`src/rtl/tdm_pkg.sv`:
```
// Shared definitions for the TDM master pair (tdm_tx_master / tdm_rx_master):
// counter sizing, slot-width legality and frame-sync trigger placement.
package tdm_pkg;

  // Single-cycle strobes published by the frame timer.
  typedef struct packed {
    logic rise;      // bclk rising event
    logic boundary;  // rising event that wraps (ch, dat) to (0, 0)
  } tdm_strobe_t;

  // fsync is raised on the rise event leaving this channel (counted back from the last slot).
  localparam int FSYNC_TRIG_CH_FROM_END = 1;

  function automatic int cnt_width(input int n);
    return (n > 1) ? $clog2(n) : 1;
  endfunction

  function automatic bit is_legal_data_size(input int n);
    return (n == 16) || (n == 20) || (n == 24) || (n == 32);
  endfunction

  // Bit index (pre-increment) on which fsync is set so it leads ch0 MSB by tx_offset periods.
  function automatic int fsync_trig_dat(input int data_size, input int tx_offset);
    return data_size - tx_offset - 1;
  endfunction

endpackage

```
`src/rtl/tdm_frame_timer.sv`:
```
// Bit-clock divider plus slot/bit counters; produces bclk, fsync and the rise/boundary
// strobes. The counter values after a rise event are exported for bit selection.
module tdm_frame_timer
  import tdm_pkg::*;
#(
  parameter  int ClkDiv    = 2,
  parameter  int DataSize  = 32,
  parameter  int NChannels = 8,
  parameter  int TxOffset  = 1,
  localparam int ClkW      = cnt_width(ClkDiv),
  localparam int DatW      = cnt_width(DataSize),
  localparam int ChW       = cnt_width(NChannels)
) (
  input  logic            clk_i,
  input  logic            rstn_i,
  output logic            bclk_o,
  output logic            fsync_o,
  output tdm_strobe_t     strobe_o,
  output logic [DatW-1:0] dat_next_o,
  output logic [ChW-1:0]  ch_next_o
);

  localparam logic [ClkW-1:0] CLK_LAST = ClkW'(ClkDiv - 1);
  localparam logic [ClkW-1:0] CLK_FALL = ClkW'(ClkDiv / 2 - 1);
  localparam logic [DatW-1:0] DAT_LAST = DatW'(DataSize - 1);
  localparam logic [ChW-1:0]  CH_LAST  = ChW'(NChannels - 1);
  localparam logic [DatW-1:0] DAT_TRIG = DatW'(fsync_trig_dat(DataSize, TxOffset));
  localparam logic [ChW-1:0]  CH_TRIG  = ChW'(NChannels - FSYNC_TRIG_CH_FROM_END);

  logic [ClkW-1:0] clk_q, clk_d;
  logic [DatW-1:0] dat_q, dat_d;
  logic [ChW-1:0]  ch_q, ch_d;
  logic            bclk_q, bclk_d;
  logic            fsync_q, fsync_d;
  logic            rise, fall, boundary;

  // NOTE: every output of this block gets a default first, so no path leaves a latch behind.
  always_comb begin
    rise     = (clk_q == CLK_LAST);
    fall     = (clk_q == CLK_FALL);
    boundary = rise && (ch_q == CH_LAST) && (dat_q == DAT_LAST);
    clk_d    = clk_q + ClkW'(1);
    bclk_d   = bclk_q;
    fsync_d  = fsync_q;
    dat_d    = dat_q;
    ch_d     = ch_q;
    if (rise) begin
      clk_d   = '0;
      bclk_d  = 1'b1;
      fsync_d = (ch_q == CH_TRIG) && (dat_q == DAT_TRIG);
      if (dat_q == DAT_LAST) begin
        dat_d = '0;
        ch_d  = (ch_q == CH_LAST) ? '0 : ch_q + ChW'(1);
      end else begin
        dat_d = dat_q + DatW'(1);
      end
    end else if (fall) begin
      bclk_d = 1'b0;
    end
  end

  // NOTE: state registers use non-blocking assignment so all flops sample pre-edge values.
  always_ff @(posedge clk_i) begin
    if (!rstn_i) begin
      clk_q   <= '0;
      dat_q   <= '0;
      ch_q    <= '0;
      bclk_q  <= 1'b0;
      fsync_q <= 1'b0;
    end else begin
      clk_q   <= clk_d;
      dat_q   <= dat_d;
      ch_q    <= ch_d;
      bclk_q  <= bclk_d;
      fsync_q <= fsync_d;
    end
  end

  assign bclk_o     = bclk_q;
  assign fsync_o    = fsync_q;
  assign strobe_o   = '{rise: rise, boundary: boundary};
  assign dat_next_o = dat_d;
  assign ch_next_o  = ch_d;

endmodule

```
`src/rtl/tdm_tx_master.sv`:
```
// TDM transmit master: one-deep pending frame behind valid/ready, frame register
// swapped at each frame boundary, MSB-first bit selection and underrun flagging.
module tdm_tx_master
  import tdm_pkg::*;
#(
  parameter int ClkDiv    = 2,
  parameter int DataSize  = 32,
  parameter int NChannels = 8,
  parameter int TxOffset  = 1
) (
  input  logic                          clk_i,
  input  logic                          rstn_i,
  input  logic [DataSize*NChannels-1:0] tx_data_i,
  input  logic                          tx_valid_i,
  output logic                          tx_ready_o,
  output logic                          tx_underrun_o,
  output logic                          tdm_bclk_o,
  output logic                          tdm_fsync_o,
  output logic                          tdm_data_o
);

  localparam int FrameW = DataSize * NChannels;
  localparam int IdxW   = cnt_width(FrameW);
  localparam int DatW   = cnt_width(DataSize);
  localparam int ChW    = cnt_width(NChannels);

  tdm_strobe_t     strobe;
  logic [DatW-1:0] dat_next;
  logic [ChW-1:0]  ch_next;

  tdm_frame_timer #(
    .ClkDiv   (ClkDiv),
    .DataSize (DataSize),
    .NChannels(NChannels),
    .TxOffset (TxOffset)
  ) u_timer (
    .clk_i     (clk_i),
    .rstn_i    (rstn_i),
    .bclk_o    (tdm_bclk_o),
    .fsync_o   (tdm_fsync_o),
    .strobe_o  (strobe),
    .dat_next_o(dat_next),
    .ch_next_o (ch_next)
  );

  logic [FrameW-1:0] frame_q, frame_d;
  logic [FrameW-1:0] pend_q, pend_d;
  logic              pend_full_q, pend_full_d;
  logic              started_q, started_d;
  logic              underrun_q, underrun_d;
  logic              data_q, data_d;
  logic              handshake;
  logic [IdxW-1:0]   bit_idx;

  // Ready reflects only buffer state and reset, never tx_valid_i.
  assign tx_ready_o = ~pend_full_q & rstn_i;
  assign handshake  = tx_valid_i & tx_ready_o;

  always_comb begin
    frame_d     = frame_q;
    pend_d      = pend_q;
    pend_full_d = pend_full_q;
    started_d   = started_q | handshake;
    underrun_d  = 1'b0;
    data_d      = data_q;
    if (strobe.boundary) begin
      if (pend_full_q) begin
        frame_d     = pend_q;
        pend_full_d = 1'b0;
      end else if (handshake) begin
        frame_d = tx_data_i;
      end else begin
        frame_d    = '0;
        underrun_d = started_q;
      end
    end else if (handshake) begin
      pend_d      = tx_data_i;
      pend_full_d = 1'b1;
    end
    // The new frame's ch0 MSB goes out on the same rise event that loads it.
    bit_idx = IdxW'(DataSize * int'(ch_next) + DataSize - 1 - int'(dat_next));
    if (strobe.rise) begin
      data_d = frame_d[bit_idx];
    end
  end

  always_ff @(posedge clk_i) begin
    if (!rstn_i) begin
      // NOTE: the frame and pending data registers are reset too, so the post-reset frame is defined zeros.
      frame_q     <= '0;
      pend_q      <= '0;
      pend_full_q <= 1'b0;
      started_q   <= 1'b0;
      underrun_q  <= 1'b0;
      data_q      <= 1'b0;
    end else begin
      frame_q     <= frame_d;
      pend_q      <= pend_d;
      pend_full_q <= pend_full_d;
      started_q   <= started_d;
      underrun_q  <= underrun_d;
      data_q      <= data_d;
    end
  end

  assign tx_underrun_o = underrun_q;
  assign tdm_data_o    = data_q;

endmodule

```
`config.mk`:
```
export PLATFORM = sky130hd
export DESIGN_NAME = tdm_tx_master
export DESIGN_NICKNAME = d
export VERILOG_FILES = /design/src/rtl/tdm_pkg.sv /design/src/rtl/tdm_frame_timer.sv /design/src/rtl/tdm_tx_master.sv
export SDC_FILE = /design/constraint.sdc
export NUM_CORES = 1
export LEC_CHECK = 0
export CAP_MARGIN = 10
export CORE_UTILIZATION = 35
export CTS_CLUSTER_SIZE = 30
export DETAILED_ROUTE_END_ITERATION = 7
export SETUP_SLACK_MARGIN = 0.3
export SYNTH_ARGS = -nofsm -noshare
export SYNTH_HDL_FRONTEND = slang
export SYNTH_SLANG_ARGS = --single-unit
```
`constraint.sdc`:
```
create_clock -name clk_i -period 8.75 [get_ports clk_i]
set_input_delay 1.75 -clock clk_i [delete_from_list [all_inputs] [get_ports clk_i]]
set_output_delay 1.75 -clock clk_i [all_outputs]
set_load 0.02 [all_outputs]
```
==> metrics.txt <==
CTS Root Cell=clkbuf_16; Worst-Skew Late Latency=0.64 ns; R2R setup slack=3.92 ns; MaxCap Viol Count=0; unrepaired setup endpoints after global routing=no; leading cell types in the layout, fill and taps excluded=625 x nand2_1, 524 x dfxtp_1, 269 x nor2_1; top-area cell type share of the netlist area=43.7%; hold_buf cts=0; Worst R2R End=tdm_data_o$_SDFFE_PN0P_; Sum Neg Setup Slack=0 ns; WL final=82,800 um; CTS tree=yes; Post-synth top flop=dfxtp_1; design area=28,900 um^2; 1st-iter DRT viols=2,306; Worst EP required=7.00 ns; Die H=265 um; FF-to-FF Start=u_timer.dat_q[1]$_SDFF_PN0_; Cells after Synth=2,909; crit-path max FO=170; CP Class=input port to output pin; Post-Syn Nets=3,173; total track usage=23.0%; Slew headroom=25.0%; area growth from synthesis to layout=19.8%; Setup Fix Bufs, Post-CTS=0; initial antenna violation count=1; total CTS buffers=57; Avg Inst Size Synth=8.30 um^2; clk_skew=0.0371 ns; vias in the first global route=22.1k; core footprint=67,800 um^2; HPWL after DPL=50,500 um; post-route ant nets=0; CP Capture Type=output pin; ys async rst share=0%; io pins=264; setup slack after layout=3.55 ns; crit path time final=5.20 ns; worst hold margin=0.463 ns; via count=22.6k; Residual DRC=0; die width=265 um; Synth Register Bits=527; placed inst area=27,000 um^2; critical path arrival=3.45 ns; DR WL/cell=21.2 um; worst slack at placement=3.14 ns; commonest non-fill, non-tap cell in the layout=nand2_1; Initial Utilization=35.7%; n_diodes=0; Max Freq=192 MHz; register area share after synthesis=43.7%; number of synthesized flops with an enable pin=0; global-route wire length before repair=128,000 um; largest net degree at the start of global routing=174; worst-margin pin slew=1.13 ns; Fin. Hold Viols=0; mapped cell area=24,200 um^2; CTS Sinks=527; Resize count post-CTS=0; RD Place Congestion=0.800; Row Count=95; Max Slew Vio Count=0; die area=70,100 um^2; Worst-path clk slew=0.06 ns; H-tree Lvls=2; post-route clock period utilization=59.5%; VDD IR max=0.000112 V; end point of the critical path=tx_ready_o; FF-to-FF path depth=13; Avg Vias per Cell=5.80; fin nets=3,241; CTS Buffer Depth=3; cell accounting for the most synthesized area=dfxtp_1; Worst Setup SP=rstn_i; drt pass-1 iters=6; Syn. warnings=0; total grt overflow=0; PwrDens=193 nW/um^2; Area contributors post-synth=dfxtp_1 44%, nand2_1 9.7%, a221oi_1 8.4%; Min-Delay Path Class=flip-flop to flip-flop; share of layout cells above drive strength 1=5.95%; status=finished, final reports clean; synth unique cells=72; Port Buffers=263; static leakage=10.2 nW; crit start category=input port; final number of setup-violating endpoints=0; fin util=42.7%
[worst max-delay path, cell delays in order]
cell,delay (ns)
buf_8,0.56
nor2b_1,0.44
clkdlybuf4s50_1,0.68
[power breakdown]
group	total (mW)	switching, mW	internal, mW
clock	2.50	1.04	1.46
sequential	2.49	0.0371	2.45
combinational	0.584	0.357	0.227
[cell usage after synthesis, types with 6 or more instances]
cell      instances
a211oi_1         18
a21boi_0        256
a21oi_1          25
a221o_1           9
a221oi_1        232
a22oi_1          18
a311oi_1         12
a31oi_1          27
and2_1           22
buf_1            17
buf_2            71
buf_4             9
buf_6             8
clkbuf_1        185
dfxtp_1         527
mux2_2           17
mux2i_1          18
nand2_1         626
nand2b_1          8
nand3_1          18
nand4_1           7
nor2_1          270
nor2b_1          12
nor3_1           35
nor3b_1         131
o211a_1          16
o211ai_1         15
o21ai_0         147
o221ai_1         18
o22ai_1          20
o311ai_0          9
o31ai_1          11
or3_1             6
[per-stage QoR]
step                      total power, mW  instances
after detailed placement             3.12       3791
after CTS                            5.61       3897
after floorplan                      2.83       2909
final                                5.57       3897
after global placement               3.11       3791
after global routing                 5.75       3897
[kinds of logic (layout without fill, tap and decap cells)]
logic type / after synthesis / in the layout / share of synthesized area, %
and+or+nand+nor: 1160 / 1160 / 21.3
AOI/OAI and AO/OA: 882 / 882 / 27.4
DFF: 527 / 527 / 43.7
buffers and inverters: 294 / 409 / 5.32
muxes: 39 / 39 / 1.91
adders and majority gates: 5 / 5 / 0.259
xor gates and xnor gates: 2 / 2 / 0.0725
[final cells by class]
type | count | area (um^2)
Clock inverter | 24 | 239
Sequential cell | 527 | 10600
Multi-Input combinational cell | 2088 | 12400
Inverter | 4 | 15.0
Tap cell | 873 | 1090
Clock buffer | 82 | 1690
Fill cell | 6598 | 38800
Timing Repair Buffer | 299 | 2950
[worst min path at each step]
stage                     depth (start not counted)                startpoint                       end
after global placement                            2      started_q$_SDFF_PN0_      started_q$_SDFF_PN0_
after floorplan                                   2      started_q$_SDFF_PN0_      started_q$_SDFF_PN0_
after CTS                                         2      started_q$_SDFF_PN0_      started_q$_SDFF_PN0_
after detailed placement                          2      started_q$_SDFF_PN0_      started_q$_SDFF_PN0_
after global routing                              2  pend_q[249]$_SDFFE_PN0P_  pend_q[249]$_SDFFE_PN0P_
final                                             2      started_q$_SDFF_PN0_      started_q$_SDFF_PN0_
[state kept, by name (all words and copies together), names as in the netlist]
signal and cells:
tx_underrun_o 1, u_timer.ch_q 3, u_timer.dat_q 5, u_timer.fsync_o 1
frame_q 256, pend_q 256, u_timer.clk_q 1, tdm_data_o 1
pend_full_q 1, u_timer.bclk_o 1, started_q 1
[routing by layer]
metal	global-route usage, %	share of wire [%]	up-vias
met2	37.6	47	830
met1	30.4	43	11024
met5	0	0.013	-
li1	-	-	10614
met3	3.61	6.8	145
met4	8.62	3.2	2
No activity file was read; power rests on OpenSTA's default activity.
